==> src/rtl/ntt_butterfly_unit_pkg.sv <==
// ntt_butterfly_unit_pkg: Kyber modulus constants and canonical mod-q add/sub helpers
`timescale 1ns/1ps
package ntt_butterfly_unit_pkg;
   localparam int W = 12;
   localparam logic [W:0] Q = 13'd3329;
   localparam logic [W:0] BARRETT_K = 13'd5039;
   localparam int BARRETT_SHIFT = 24;
   typedef logic [W-1:0] coef_t;
   function automatic coef_t mod_add(input coef_t a, input coef_t b);
      logic [W:0] s;
      s = {1'b0, a} + {1'b0, b};
      s = (s >= Q) ? s - Q : s;
      return s[W-1:0];
   endfunction
   // bit W of the 13-bit difference is the borrow of a - b
   function automatic coef_t mod_sub(input coef_t a, input coef_t b);
      logic [W:0] d;
      d = {1'b0, a} - {1'b0, b};
      d = d[W] ? d + Q : d;
      return d[W-1:0];
   endfunction
endpackage

==> src/rtl/ntt_butterfly_unit_mod_q_mul_const.sv <==
// ntt_butterfly_unit_mod_q_mul_const: two-stage zeta*x mod q (multiply, then Barrett reduce)
`timescale 1ns/1ps
module ntt_butterfly_unit_mod_q_mul_const import ntt_butterfly_unit_pkg::*; #(
   parameter coef_t ZETA = 12'd2
) (
   input  logic         clk,
   input  logic         r,
   input  logic [W-1:0] x,
   output logic [W-1:0] t
);
   logic [2*W-1:0] p;
   logic [W:0] qhat, qq, rem;
   // quotient estimate is low by at most one, so rem lies in [0, 2q)
   always_comb begin
      qhat = (W+1)'(({{(W+1){1'b0}}, p} * {{(2*W){1'b0}}, BARRETT_K}) >> BARRETT_SHIFT);
      qq = qhat * Q;
      rem = p[W:0] - qq;
   end
   always_ff @(posedge clk or negedge r)
      if (!r) begin
         p <= '0;
         t <= '0;
      end else begin
         p <= {{W{1'b0}}, x} * {{W{1'b0}}, ZETA};
         t <= W'((rem >= Q) ? rem - Q : rem);
      end
endmodule

==> src/rtl/ntt_butterfly_unit.sv <==
// ntt_butterfly_unit: 4-stage Kyber CT/GS butterfly with per-sample mode select
`timescale 1ns/1ps
module ntt_butterfly_unit import ntt_butterfly_unit_pkg::*; #(
   parameter logic [11:0] twiddle = 12'd2
) (
   input  logic         clk,
   input  logic         r,
   input  logic [W-1:0] IN_1,
   input  logic [W-1:0] IN_2,
   input  logic         valid_in,
   input  logic         inverse,
   output logic [W-1:0] U_OUT,
   output logic [W-1:0] V_OUT,
   output logic         valid_out
);
   logic [2:0][W-1:0] delay_pipe, s_pipe;
   logic [W-1:0] b_q, d_q, t;
   logic inverse_pipe [4];
   logic [3:0] valid_pipe;
   ntt_butterfly_unit_mod_q_mul_const #(.ZETA(twiddle)) mul (
      .clk(clk),
      .r(r),
      .x(inverse_pipe[0] ? d_q : b_q),
      .t(t)
   );
   always_ff @(posedge clk or negedge r)
      if (!r) begin
         delay_pipe <= '0;
         s_pipe <= '0;
         b_q <= '0;
         d_q <= '0;
         valid_pipe <= '0;
         U_OUT <= '0;
         V_OUT <= '0;
         for (int i = 0; i < 4; i++) inverse_pipe[i] <= 1'b0;
      end else begin
         delay_pipe <= {delay_pipe[1:0], IN_1};
         s_pipe <= {s_pipe[1:0], mod_add(IN_1, IN_2)};
         b_q <= IN_2;
         d_q <= mod_sub(IN_1, IN_2);
         valid_pipe <= {valid_pipe[2:0], valid_in};
         inverse_pipe[0] <= inverse;
         for (int i = 1; i < 4; i++) inverse_pipe[i] <= inverse_pipe[i-1];
         U_OUT <= inverse_pipe[2] ? s_pipe[2] : mod_add(delay_pipe[2], t);
         V_OUT <= inverse_pipe[2] ? t : mod_sub(delay_pipe[2], t);
      end
   assign valid_out = valid_pipe[3];
endmodule

==> config.mk <==
export PLATFORM = sky130hd
export DESIGN_NAME = ntt_butterfly_unit
export DESIGN_NICKNAME = d
export VERILOG_FILES = /design/src/rtl/ntt_butterfly_unit_pkg.sv /design/src/rtl/ntt_butterfly_unit_mod_q_mul_const.sv /design/src/rtl/ntt_butterfly_unit.sv
export SDC_FILE = /design/constraint.sdc
export NUM_CORES = 1
export LEC_CHECK = 0
export ABC_AREA = 1
export BUFFER_PORTS_ARGS = -buffer_cell sky130_fd_sc_hd__buf_2
export CAP_MARGIN = 30
export CORE_ASPECT_RATIO = 1.75
export CORE_UTILIZATION = 40
export DETAILED_ROUTE_END_ITERATION = 10
export PLACE_DENSITY = 0.67
export SETUP_SLACK_MARGIN = 0.02
export SYNTH_ARGS = -nofsm -noshare
export SYNTH_HDL_FRONTEND = slang
export SYNTH_SLANG_ARGS = --single-unit
==> constraint.sdc <==
create_clock -name clk -period 11.81 [get_ports clk]
set_input_delay 0 -clock clk [delete_from_list [all_inputs] [get_ports clk]]
set_output_delay 0 -clock clk [all_outputs]
set_load 0.005 [all_outputs]
Word-level counts from Yosys, hierarchy flattened
Cells that the tools add are included.
{"block": "classes", "add_sub_neg": 10, "n_mul": 2, "n_mux": 8, "order_cmp": 3}
{"operator": "2-to-1 mux 12 bit", "n": 8}
{"operator": ">= comparator 13 x 12 -> 1 bit (second input constant)", "n": 3}
{"operator": "subtractor 12 bit (second input constant)", "n": 3}
{"operator": "adder 12 x 12 -> 13 bit", "n": 2}
{"operator": "subtractor 12 x 12 -> 13 bit", "n": 2}
{"operator": "multiplier 12 x 13 -> 25 bit (second input constant)", "n": 1}
{"operator": "adder 12 bit (second input constant)", "n": 2}
{"operator": "multiplier 13 x 12 -> 13 bit (second input constant)", "n": 1}
{"operator": "subtractor 13 bit", "n": 1}
{"block": "word_totals", "register_bits": 151, "elab_cells": 39, "output_inout_bits": 25, "in_bits": 28}

Depth between registers and ports, before layout
{"block": "logic_depth", "ltp_word": 5, "ltp_mapped": 37, "depth_no_buf": 37}

Modules after synthesis
A second synthesis with hierarchy kept.
{"block": "unflattened", "cells_unflattened": 1498, "area_unflattened_um2": 12304.3}
{"mod": "ntt_butterfly_unit", "area_each_um2": 7541.0, "cells_each": 903, "seq_area_each_um2": 3178.0, "instances": 1}
{"mod": "ntt_butterfly_unit_mod_q_mul_const", "area_each_um2": 4763.3, "cells_each": 595, "seq_area_each_um2": 600.6, "instances": 1}

Worst setup path after synthesis
Ideal clock, no wire load.
{"block": "synth_timing", "path_kind": "register to register", "from": "register mul.p[7]", "to": "register mul.t[4]", "path_slack_ps": 5479, "required_time_ps": 11693, "path_buffers": 1, "path_stages_with_launch": 34, "t_arrival_ps": 6214, "path_cell_list": "dfrtp_1 fa_1 inv_1 fa_1 inv_1 fa_1 fa_1 inv_1 fa_1 inv_1 ha_1 nand2_1 nor2_1 nand3_2 nor2_2 nand2_2 nand3_2 nand2_4 nand2_4 inv_1 ha_1 inv_1 ha_1 nand2_1 inv_1 a221oi_1 o21ai_1 nand2_2 nand2_2 nor2_4 nand2_4 buf_4 nand3_1 nand2_1"}
{"block": "synth_via", "elab_chain_len": 5, "word_cells_on_any_way": 6}
{"item": "start, declared", "line_no": "ntt_butterfly_unit_mod_q_mul_const.sv:11", "rtl": "logic [2*W-1:0] p;"}
{"item": "start signal, assigned", "line_no": "ntt_butterfly_unit_mod_q_mul_const.sv:24", "rtl": "p <= {{W{1'b0}}, x} * {{W{1'b0}}, ZETA};"}
{"item": "multiplier 12 x 13 -> 25 bit", "line_no": "ntt_butterfly_unit_mod_q_mul_const.sv:15", "rtl": "qhat = (W+1)'(({{(W+1){1'b0}}, p} * {{(2*W){1'b0}}, BARRETT_K}) >> BARRETT_SHIFT);"}
{"item": "multiplier 13 x 12 -> 13 bit", "line_no": "ntt_butterfly_unit_mod_q_mul_const.sv:16", "rtl": "qq = qhat * Q;"}
{"item": "subtractor 13 bit (*)", "line_no": "ntt_butterfly_unit_mod_q_mul_const.sv:17", "rtl": "rem = p[W:0] - qq;"}
{"item": "subtractor 12 bit / >= comparator 13 x 12 -> 1 bit (equally long branches)", "line_no": "ntt_butterfly_unit_mod_q_mul_const.sv:25", "rtl": "t <= W'((rem >= Q) ? rem - Q : rem);"}
{"item": "2-to-1 mux 12 bit (*)", "line_no": "ntt_butterfly_unit_mod_q_mul_const.sv:25"}
{"item": "end signal, assigned", "line_no": "ntt_butterfly_unit_mod_q_mul_const.sv:25"}
{"item": "end, declared", "line_no": "ntt_butterfly_unit_mod_q_mul_const.sv:9", "rtl": "output logic [W-1:0] t"}
Mark *: on every way between the ends. The rest lies on a longest branch, timed or not.

Worst setup path in the final report
{"block": "layout_timing", "from": "register mul.p[10]", "to": "register mul.t[11]"}
Same word-level chain as after synthesis.

==> metrics.cfg <==
[outcome]
outcome = finished, final reports clean

[detailed_routing]
post_dr_wirelength_cell_um = 14.1
routed_via_density = 4.84
wirelength_um = 26300
ant_nets = 0
drt_iter0_markers = 332
detail_route.drc_violations = 0
dr_total_vias = 9000
detail_route.first_pass.iterations = 5

[cts]
post-cts-setup-buffer-count = 0
clock_tree_from_tritoncts = yes
clock_tree.htree_level_count = 4
cts_sinks = 151
clk_pin_slew_ns = 0.07
inserted_clock_buffers = 17
cts.root.buffer_cell = sky130_fd_sc_hd__clkbuf_16
insertion_delay_ns = 0.42
cts_max_path_buffers = 2

[place]
detailed_place_hpwl_um = 22000
routabilityCongestion = 0.932
cell_area_placed_mm2 = 0.0126
port_buffers = 52

[logic_synthesis]
post_synth_fa_ha_maj_area_fraction = 0.251
netlist-cell-type-count = 48
synthDominantCellAreaShare = 0.315
synth_top_area_cell = sky130_fd_sc_hd__dfrtp_1
synth_compound_area_frac = 0.0695
yosys_reg_bits = 151
synth_edf_count = 0
largest_family_of_logic_cells_by_synthesized_area = adder cells
syn_nets = 1624
synth_sequential_area_ratio = 0.315
synth-async-reset-ratio = 1.00
syn-cell-area_mm2 = 0.0120
synthMuxAreaShare = 0.0113
synth_xor_area_frac = 0.0525
netlist_top_cells_area = sky130_fd_sc_hd__dfrtp_1 (32%), sky130_fd_sc_hd__ha_1 (15%), sky130_fd_sc_hd__fa_1 (9.9%)
synthesized_netlist_cell_count = 1391
synth-simple-area-share = 0.198
ys.flop_type = sky130_fd_sc_hd__dfrtp_1
ys_warn_count = 0
syn_area_per_cell_um2 = 8.61

[layout]
layout-drive-gt1-share = 0.123
insertedDiodeCount = 0
fill_cells = 2803
design.final.nets = 1697
final_design_area_no_fill_mm2 = 0.0134
multi_input_comb_area_mm2 = 0.00698
areaGrowthSynthToFinish_pct = 12.1
layout.area.seq_mm2 = 0.00378

[critical_path]
crit_end_category = flip-flop
rrSetupSlack_ns = 4.89
cp-start-kind = flip-flop
worst_path_max_delay_cell = sky130_fd_sc_hd__fa_1
rr_endpoint = mul.t[11]$_DFF_PN0_
critical_path_max_stage_delay_ns = 0.73
reg2regPathDepth = 32
critical_path_class = flip-flop to flip-flop
worst-endpoint-arrival_ns = 7.23
crit-reg2reg-launch = mul.p[10]$_DFF_PN0_
timing.critical_path.required_ns = 12.12
endpoint = mul.t[11]$_DFF_PN0_
crit_start = mul.p[10]$_DFF_PN0_
critical_path_peak_fanout = 13

[sta]
fin_worst_skew_ns = 0.00771
worst_slew_pin_slew_ns = 0.955
setup_violations = 0
grt_setup_unrepaired = false
fmax_ghz = 0.145
layout_min_cycle_time_ns = 6.92
tns_ns = 0
slew-limit-headroom = 0.364
finalCritPeriodShare = 0.586
hold_viol_final = 0
slew_violations = 0

[worst_hold_path]
hp-class = input pin to async pin

[floorplan]
die_w_um = 133
dieHeight_um = 231
placementRows = 83
die_area_mm2 = 0.0307
io_pins = 53
design.core.area_mm2 = 0.0294
starting_utilization_of_the_core_area = 0.408

[grt]
antenna_found_initial = 0
gr-total-overflow = 0
grt_max_degree = 84
grt_first_pass_wirelength_um = 43500
via_count_of_the_first_global_routing_pass = 9348
groute.usage.overall = 0.181

[flow_run]
max_cap_viol_count = 0

==> flip-flops by register name, summed over array words and instances, names as in the netlist <==
name,count
U_OUT,12
V_OUT,12
b_q,12
d_q,12
delay_pipe,36
inverse_pipe,3
mul.p,12
mul.t,12
s_pipe,36
valid_pipe,4
==> worst min-delay path by stage <==
stage                        from                        end
after floorplan                 r         U_OUT[0]$_DFF_PN0_
after global placement          r    valid_pipe[3]$_DFF_PN0_
after detailed placement        r    valid_pipe[3]$_DFF_PN0_
after CTS                       r    valid_pipe[3]$_DFF_PN0_
after global routing      inverse  inverse_pipe[3]$_DFF_PN0_
final                           r         U_OUT[7]$_DFF_PN0_
==> per-layer routing <==
layer	wire length [um]	vias up	track usage
li1	-	4470	-
met1	9760	4276	0.181
met2	14700	180	0.354
met3	542	74	0.0209
met4	1250	0	0.0995
met5	0	-	0
==> stage by stage <==
| stage | hold WS [ns] | util | setup WS (ns) | instances |
|---|---|---|---|---|
| finish | 0.182 | 0.457 | 4.89 | 1859 |
| global route | 0.212 | 0.457 | 4.39 | 1859 |
| CTS | 0.210 | 0.457 | 4.86 | 1859 |
| detailed placement | 0.0815 | 0.428 | 4.88 | 1800 |
| global placement | 0.0714 | 0.428 | 5.03 | 1800 |
| floorplan | -0.296 | - | 5.48 | 1391 |
==> synthesized netlist by cell type (all sizes together) (7+ instances only) <==
master / instances
dfrtp: 151
ha: 146
or2: 7
xnor2: 7
clkbuf: 11
nand2: 303
nor3: 16
a31oi: 8
nor2: 70
mux2: 12
buf: 15
a21oi: 42
nand3: 91
inv: 286
nand4: 14
fa: 59
o21ai: 62
xor2: 64
==> area by class of cell <==
| cell class | count | area share |
|---|---|---|
| clock buffer | 17 | 0.0317 |
| clock inverter | 15 | 0.0116 |
| inverter | 286 | 0.0799 |
| multi-input combinational | 928 | 0.519 |
| sequential | 151 | 0.281 |
| tap | 382 | 0.0356 |
| timing repair buffer | 80 | 0.0405 |
==> cells by family (layout without fill, tap and decap cells) <==
| kind of cell | count (synthesis) | in the layout |
|---|---|---|
| adders and majority gates | 205 | 205 |
| and+or+nand+nor | 508 | 508 |
| muxes | 12 | 12 |
| AOI/OAI and AO/OA | 132 | 132 |
| buffers and inverters | 312 | 398 |
| xor gates and xnor gates | 71 | 71 |
| DFF | 151 | 151 |
==> layout by cell type, fill, tap and decap left out, types with 10 or more instances in the layout <==
cell type and instances:
sky130_fd_sc_hd__inv_1 281, sky130_fd_sc_hd__nand2_1 269, sky130_fd_sc_hd__dfrtp_1 151, sky130_fd_sc_hd__ha_1 146, sky130_fd_sc_hd__nand3_1 79, sky130_fd_sc_hd__xor2_1 63, sky130_fd_sc_hd__nor2_1 61, sky130_fd_sc_hd__fa_1 59
sky130_fd_sc_hd__buf_2 51, sky130_fd_sc_hd__o21ai_0 39, sky130_fd_sc_hd__a21oi_1 38, sky130_fd_sc_hd__dlygate4sd3_1 27, sky130_fd_sc_hd__nand2_2 26, sky130_fd_sc_hd__clkbuf_16 17, sky130_fd_sc_hd__nor3_1 16, sky130_fd_sc_hd__o21ai_1 15
sky130_fd_sc_hd__nand4_1 13, sky130_fd_sc_hd__mux2_2 12, sky130_fd_sc_hd__nand3_2 10
==> repair_timing <==
item | 4_1_cts | 5_1_grt
hold endpoints to repair | 108 | 0
hold buffers | 27 | 0
resized for setup | 0 | 0
==> critical path, delay by kind of cell (launching register included) <==
family	cells	cell delay (ns)
buf+inv	5	0.38
flops	1	0.48
compound gates	4	0.80
simple gates	14	1.41
xor+xnor	2	0.38
fa+ha+maj	7	3.35
Power is left out: the tool's default activity adds up to more than one toggle a clock period on the data nets, which glitch-free logic cannot reach.
